### src/rtl/issue_queue_inorder_pkg.sv
// Shared types and sizing constants for the in-order issue queues (ALU and MEM pipes).
package issue_queue_inorder_pkg;

    localparam int ISSQ_DEPTH_ALU = 8;
    localparam int ISSQ_DEPTH_MEM = 8;

    typedef struct packed {
        logic [31:0] pc;
        logic [7:0]  uop;
        logic        has_rd;
        logic        has_rs1;
        logic        has_rs2;
        logic [4:0]  rd;
        logic [4:0]  rs1;
        logic [4:0]  rs2;
    } queue_item_t;

endpackage

### src/rtl/issue_queue_inorder_if.sv
// Dispatch-side push, register-read-side issue, and scoreboard busy vector for one issue queue.
interface issue_queue_inorder_if
    import issue_queue_inorder_pkg::*;
#(
    parameter int DEPTH = 8
);
    localparam int PTR_W = $clog2(DEPTH);

    logic             flush;
    logic             push_valid;
    queue_item_t      push_item;
    logic             push_ready;
    logic             issue_valid;
    queue_item_t      issue_item;
    logic             issue_ready;
    logic [31:0]      busy_vec;
    logic [PTR_W:0]   count;
    logic             empty;
    logic             full;

    modport master (
        output flush, push_valid, push_item, issue_ready, busy_vec,
        input  push_ready, issue_valid, issue_item, count, empty, full
    );

    modport slave (
        input  flush, push_valid, push_item, issue_ready, busy_vec,
        output push_ready, issue_valid, issue_item, count, empty, full
    );

endinterface

### src/rtl/issue_queue_inorder_operand_ready_check.sv
// Head-entry hazard check: sources (RAW) and destination (WAW) must not have a pending write.
module operand_ready_check (
    input  logic        has_rd,
    input  logic        has_rs1,
    input  logic        has_rs2,
    input  logic [4:0]  rd,
    input  logic [4:0]  rs1,
    input  logic [4:0]  rs2,
    input  logic [31:0] busy_vec,
    output logic        ready
);
    logic rs1_ok;
    logic rs2_ok;
    logic rd_ok;

    // x0 is hardwired to zero, so its busy flag is ignored.
    assign rs1_ok = !has_rs1 || (rs1 == 5'd0) || !busy_vec[rs1];
    assign rs2_ok = !has_rs2 || (rs2 == 5'd0) || !busy_vec[rs2];
    assign rd_ok  = !has_rd  || (rd  == 5'd0) || !busy_vec[rd];

    assign ready = rs1_ok && rs2_ok && rd_ok;

endmodule

### src/rtl/issue_queue_inorder.sv
// In-order issue queue: circular FIFO whose head issues only when its registers are not busy.
module issue_queue_inorder
    import issue_queue_inorder_pkg::*;
#(
    parameter  int DEPTH = ISSQ_DEPTH_ALU,
    localparam int PTR_W = $clog2(DEPTH)
) (
    input  logic                  clk,
    input  logic                  rst,
    issue_queue_inorder_if.slave  q
);
    localparam logic [PTR_W:0] FULL_CNT = (PTR_W+1)'(DEPTH);

    queue_item_t      mem [DEPTH];
    logic [PTR_W-1:0] head_ptr;
    logic [PTR_W-1:0] tail_ptr;
    logic [PTR_W:0]   cnt;

    logic        full;
    logic        empty;
    logic        push_fire;
    logic        pop_fire;
    logic        head_ready;
    queue_item_t head_item;

    assign full      = (cnt == FULL_CNT);
    assign empty     = (cnt == '0);
    assign head_item = mem[head_ptr];

    operand_ready_check u_ready (
        .has_rd   (head_item.has_rd),
        .has_rs1  (head_item.has_rs1),
        .has_rs2  (head_item.has_rs2),
        .rd       (head_item.rd),
        .rs1      (head_item.rs1),
        .rs2      (head_item.rs2),
        .busy_vec (q.busy_vec),
        .ready    (head_ready)
    );

    // push_ready comes from the registered count only; a same-cycle pop does not free a slot.
    assign push_fire = q.push_valid && !full && !q.flush;
    assign pop_fire  = !empty && !q.flush && head_ready && q.issue_ready;

    assign q.push_ready  = !full;
    assign q.issue_valid = !empty && !q.flush && head_ready;
    assign q.issue_item  = head_item;
    assign q.count       = cnt;
    assign q.empty       = empty;
    assign q.full        = full;

    // NOTE: sequential state uses non-blocking assignments so every register samples pre-edge values.
    always_ff @(posedge clk) begin
        if (rst || q.flush) begin
            head_ptr <= '0;
            tail_ptr <= '0;
            cnt      <= '0;
        end else begin
            if (push_fire) tail_ptr <= tail_ptr + PTR_W'(1);
            if (pop_fire)  head_ptr <= head_ptr + PTR_W'(1);
            case ({push_fire, pop_fire})
                2'b10:   cnt <= cnt + (PTR_W+1)'(1);
                2'b01:   cnt <= cnt - (PTR_W+1)'(1);
                default: cnt <= cnt;
            endcase
        end
    end

    // NOTE: entry storage has no reset; the pointers and count alone define which slots are valid.
    always_ff @(posedge clk) begin
        if (push_fire) mem[tail_ptr] <= q.push_item;
    end

endmodule

### src/flat_wrapper.sv
// flat-port wrapper written by rule: the top's interface ports become plain ports
module issue_queue_inorder_flat import issue_queue_inorder_pkg::*;
#(
    parameter  int DEPTH = ISSQ_DEPTH_ALU,
    localparam int PTR_W = $clog2(DEPTH)
)
  (clk, rst, q_flush, q_push_valid, q_push_item, q_issue_ready, q_busy_vec, q_push_ready, q_issue_valid, q_issue_item, q_count, q_empty, q_full);
  issue_queue_inorder_if #(.DEPTH(DEPTH)) q_i ();
  input  logic clk;
  input  logic rst;
  input wire logic [$bits(q_i.flush)-1:0] q_flush;
  input wire logic [$bits(q_i.push_valid)-1:0] q_push_valid;
  input wire logic [$bits(q_i.push_item)-1:0] q_push_item;
  input wire logic [$bits(q_i.issue_ready)-1:0] q_issue_ready;
  input wire logic [$bits(q_i.busy_vec)-1:0] q_busy_vec;
  output wire logic [$bits(q_i.push_ready)-1:0] q_push_ready;
  output wire logic [$bits(q_i.issue_valid)-1:0] q_issue_valid;
  output wire logic [$bits(q_i.issue_item)-1:0] q_issue_item;
  output wire logic [$bits(q_i.count)-1:0] q_count;
  output wire logic [$bits(q_i.empty)-1:0] q_empty;
  output wire logic [$bits(q_i.full)-1:0] q_full;
  assign q_i.flush = q_flush;
  assign q_i.push_valid = q_push_valid;
  assign q_i.push_item = q_push_item;
  assign q_i.issue_ready = q_issue_ready;
  assign q_i.busy_vec = q_busy_vec;
  assign q_push_ready = q_i.push_ready;
  assign q_issue_valid = q_i.issue_valid;
  assign q_issue_item = q_i.issue_item;
  assign q_count = q_i.count;
  assign q_empty = q_i.empty;
  assign q_full = q_i.full;
  issue_queue_inorder #(.DEPTH(DEPTH)) u_core (.clk(clk), .rst(rst), .q(q_i));
endmodule
### config.mk
export PLATFORM = sky130hd
export DESIGN_NAME = issue_queue_inorder_flat
export DESIGN_NICKNAME = d
export VERILOG_FILES = /design/src/rtl/issue_queue_inorder_pkg.sv /design/src/rtl/issue_queue_inorder_if.sv /design/src/rtl/issue_queue_inorder_operand_ready_check.sv /design/src/rtl/issue_queue_inorder.sv /design/src/flat_wrapper.sv
export SDC_FILE = /design/constraint.sdc
export NUM_CORES = 1
export LEC_CHECK = 0
export BUFFER_PORTS_ARGS = -buffer_cell sky130_fd_sc_hd__buf_2
export CAP_MARGIN = 20
export CELL_PAD_IN_SITES_DETAIL_PLACEMENT = 1
export CELL_PAD_IN_SITES_GLOBAL_PLACEMENT = 2
export CORE_MARGIN = 5
export CORE_UTILIZATION = 30
export CTS_BUF_LIST = sky130_fd_sc_hd__clkbuf_2 sky130_fd_sc_hd__clkbuf_4 sky130_fd_sc_hd__clkbuf_8
export CTS_CLUSTER_SIZE = 8
export DETAILED_ROUTE_END_ITERATION = 8
export HOLD_SLACK_MARGIN = 0.03
export PLACE_DENSITY = 0.64
export SETUP_SLACK_MARGIN = 0.05
export SLEW_MARGIN = 20
export SYNTH_ARGS = -nofsm -noshare
export SYNTH_HDL_FRONTEND = slang
export SYNTH_SLANG_ARGS = --single-unit
### constraint.sdc
create_clock -name clk -period 14.7 [get_ports clk]
set_input_delay 2.94 -clock clk [delete_from_list [all_inputs] [get_ports clk]]
set_output_delay 2.94 -clock clk [all_outputs]
set_load 0.03 [all_outputs]
==> impl_metrics.tcl <==
set metrics [dict create \
    vias 10309 \
    power.total_mw 2.77 \
    synthCells 1003 \
    critPathMaxFanout 52 \
    grt_max_degree 61 \
    worst_pin_slew_ns 1.05 \
    grtUsageTotal 0.140 \
    ctsHoldBuffers 0 \
    nNetsFinal 1320 \
    drive_above_1_share 0.396 \
    drt-pass1-iter-count 5 \
    outcome "finished clean" \
    p_clk_frac 0.413 \
    cts_root_buffer "clkbuf_8" \
    hp-class "flop to flop" \
    cp_data_arrival_time_ns 5.04 \
    die_area_um2 71100 \
    grt_overflow_total 0 \
    place_congestion 0.820 \
    whs_ns 0.489 \
    cts.clk_slew.worst_paths_ns 0.06 \
    synth.top_cell.area_share 0.705 \
    routedWlPerCell_um 23.1 \
    cap_violations 0 \
    clkLatencyLatePin_ns 0.64 \
    skew_ns 0.0212 \
    initial_core_util 0.302 \
    fp-row-count 94 \
    wl_met3_um 2040 \
    synth-async-reset-ratio 0 \
    synth_edf_count 464 \
    wl_um 49600 \
    m1WireLength_um 21700 \
    seqPwrFrac 0.543 \
    syn_area_um2 19800 \
    cellInternalPower_mw 2.17 \
    post_cts_buffers 0 \
    grt_first_pass_wirelength_um 74700 \
    ys.flop_type "edfxtp_1" \
    fmax_mhz 125 \
    yosys-top-cells-area "edfxtp_1 (70%), mux4_2 (13%), mux2_2 (2.7%)" \
    die_w_um 267 \
    vdd_ir_drop_max_mv 0.0738 \
    routed.top_layer "met5" \
    syn-num-nets 1104 \
    syn2layout_area_growth_pct 17.0 \
    drc 0 \
    numPortBuffers 160 \
    synth.largest_area_cell "edfxtp_1" \
    min_period_ns 7.98 \
    cts_resized 0 \
    core_area_um2 65500 \
    wl_met2_um 24800 \
    drt_iter0_drc 599 \
    antenna_found_initial 7 \
    rsz0062_at_grt "false" \
    final-hold-violation-count 0 \
    seq_area_frac_synth 0.718 \
    drt-vias-per-instance 4.81 \
    p_leak_nw 7.41 \
    ys_ff_latch 477 \
    cp.required_ns 11.76 \
    p_sw_mw 0.600 \
    max_slew_margin 0.301 \
    clock-sinks 477 \
    pwr-share-comb 0.044 \
    htreeDepth 3 \
    synth_cell_types 73 \
    syn-mean-instance-area_um2 19.7 \
    finalMaxSlewViolations 0 \
    yosys_warnings 0 \
    io_pins 161 \
    cts_buffers 83 \
    finalSetupViolations 0 \
    critPathKind "flop to primary output" \
    ant_nets 0 \
    tns_ns 0 \
    hpwl_um 29500 \
    first_global_vias 11435 \
    cts_tree "yes" \
    die_y_um 267 \
    start_kind "flop" \
    end_kind "primary output" \
    switching_share 0.216 \
    period_share 0.543 \
    pwr_density_cell_nw_per_um2 120 \
    cts_buffer_depth 3 \
]
cell usage after synthesis, types with 12 or more instances:
cell and number:
nand2_1 38, mux2i_1 24, o21ai_0 12, mux2_2 48, a21oi_1 13, mux4_2 110
edfxtp_1 464, inv_1 33, dfxtp_1 13, clkbuf_1 13, nor3_1 20, nor2_1 30
nand3_1 17, buf_2 16
path summary, 6_finish.rpt:
check,startpoint,slack [ns],depth (start not counted),end
worst min register to register,u_core.head_ptr[2],0.49,2,flop
worst max-delay path,flop,6.72,10,q_issue_valid
worst min-delay path,u_core.head_ptr[2],0.49,2,flop
worst max register to register,flop,9.01,17,u_core.q.count[3]
logic make-up after synthesis:
family                   count (synthesis)  synth area share
buffers and inverters                   88            0.0250
AO/OA/AOI/OAI                           97            0.0415
AND/OR/NAND/NOR                        136            0.0337
flip-flops                             477             0.718
multiplexers                           194             0.175
XOR/XNOR                                 5           0.00222
adder cells (fa/ha/maj)                  6           0.00418
flip-flops by register name (all words and copies together) (netlist names), named ones only:
signal	cells
u_core.mem	464
u_core.q.count	4
u_core.head_ptr	3
u_core.tail_ptr	3
metrics by stage:
stage / setup slack [ns] / instances / utilization / area [um2]
after floorplan: 6.80 / 1003 / - / 19800
after global placement: 7.10 / 1996 / 0.328 / 21500
after detailed placement: 7.09 / 1996 / 0.328 / 21500
after CTS: 6.56 / 2140 / 0.352 / 23100
after global routing: 6.38 / 2143 / 0.353 / 23100
final: 6.72 / 2144 / 0.353 / 23100
placed cells by master, fill, tap and decap left out, types with 17 or more instances in the layout:
| master | count |
|---|---|
| mux2i_1 | 24 |
| inv_1 | 33 |
| nand3_1 | 17 |
| buf_4 | 19 |
| edfxtp_1 | 464 |
| mux2_2 | 48 |
| clkbuf_8 | 85 |
| buf_2 | 160 |
| nand2_1 | 38 |
| nor2_1 | 24 |
| nor3_1 | 18 |
| mux4_2 | 110 |
| clkbuf_4 | 23 |
| clkinv_1 | 21 |
layout make-up:
type,instances,area (um2)
fillers,6555,42400
flip-flops and latches,477,14200
multi-input cells,438,5130
clock buffers,108,1340
well taps,864,1080
repair buffers,181,991
clock inverters,36,220
inverters,38,148
diodes,2,5.00
power by group through the flow:
stage	Clock [mW]	Combinational [mW]	Sequential [mW]
2_1_floorplan	0	0.0664	1.54
3_3_place_gp	0	0.121	1.53
3_5_place_dp	0	0.123	1.53
4_1_cts	1.20	0.124	1.51
5_1_grt	1.27	0.132	1.51
6_report	1.15	0.121	1.51
metal layers:
metal / GRT usage / vias to the layer above
met1: 0.183 / 5398
met4: 0.0422 / 2
met3: 0.0277 / 79
li1: - / 4580
met5: 0 / -
met2: 0.237 / 250
critical path: stages (launching register included):
cell      delay, ns
dfxtp_4        0.54
buf_4          0.71
nor2_1         0.32
a22oi_2        0.60
nand2_1        0.61
a211oi_2       0.36
a311oi_1       0.08
or4_4          0.53
a31oi_4        0.20
and4b_1        0.22
buf_2          0.22
No activity file was read; power rests on OpenSTA's default activity.
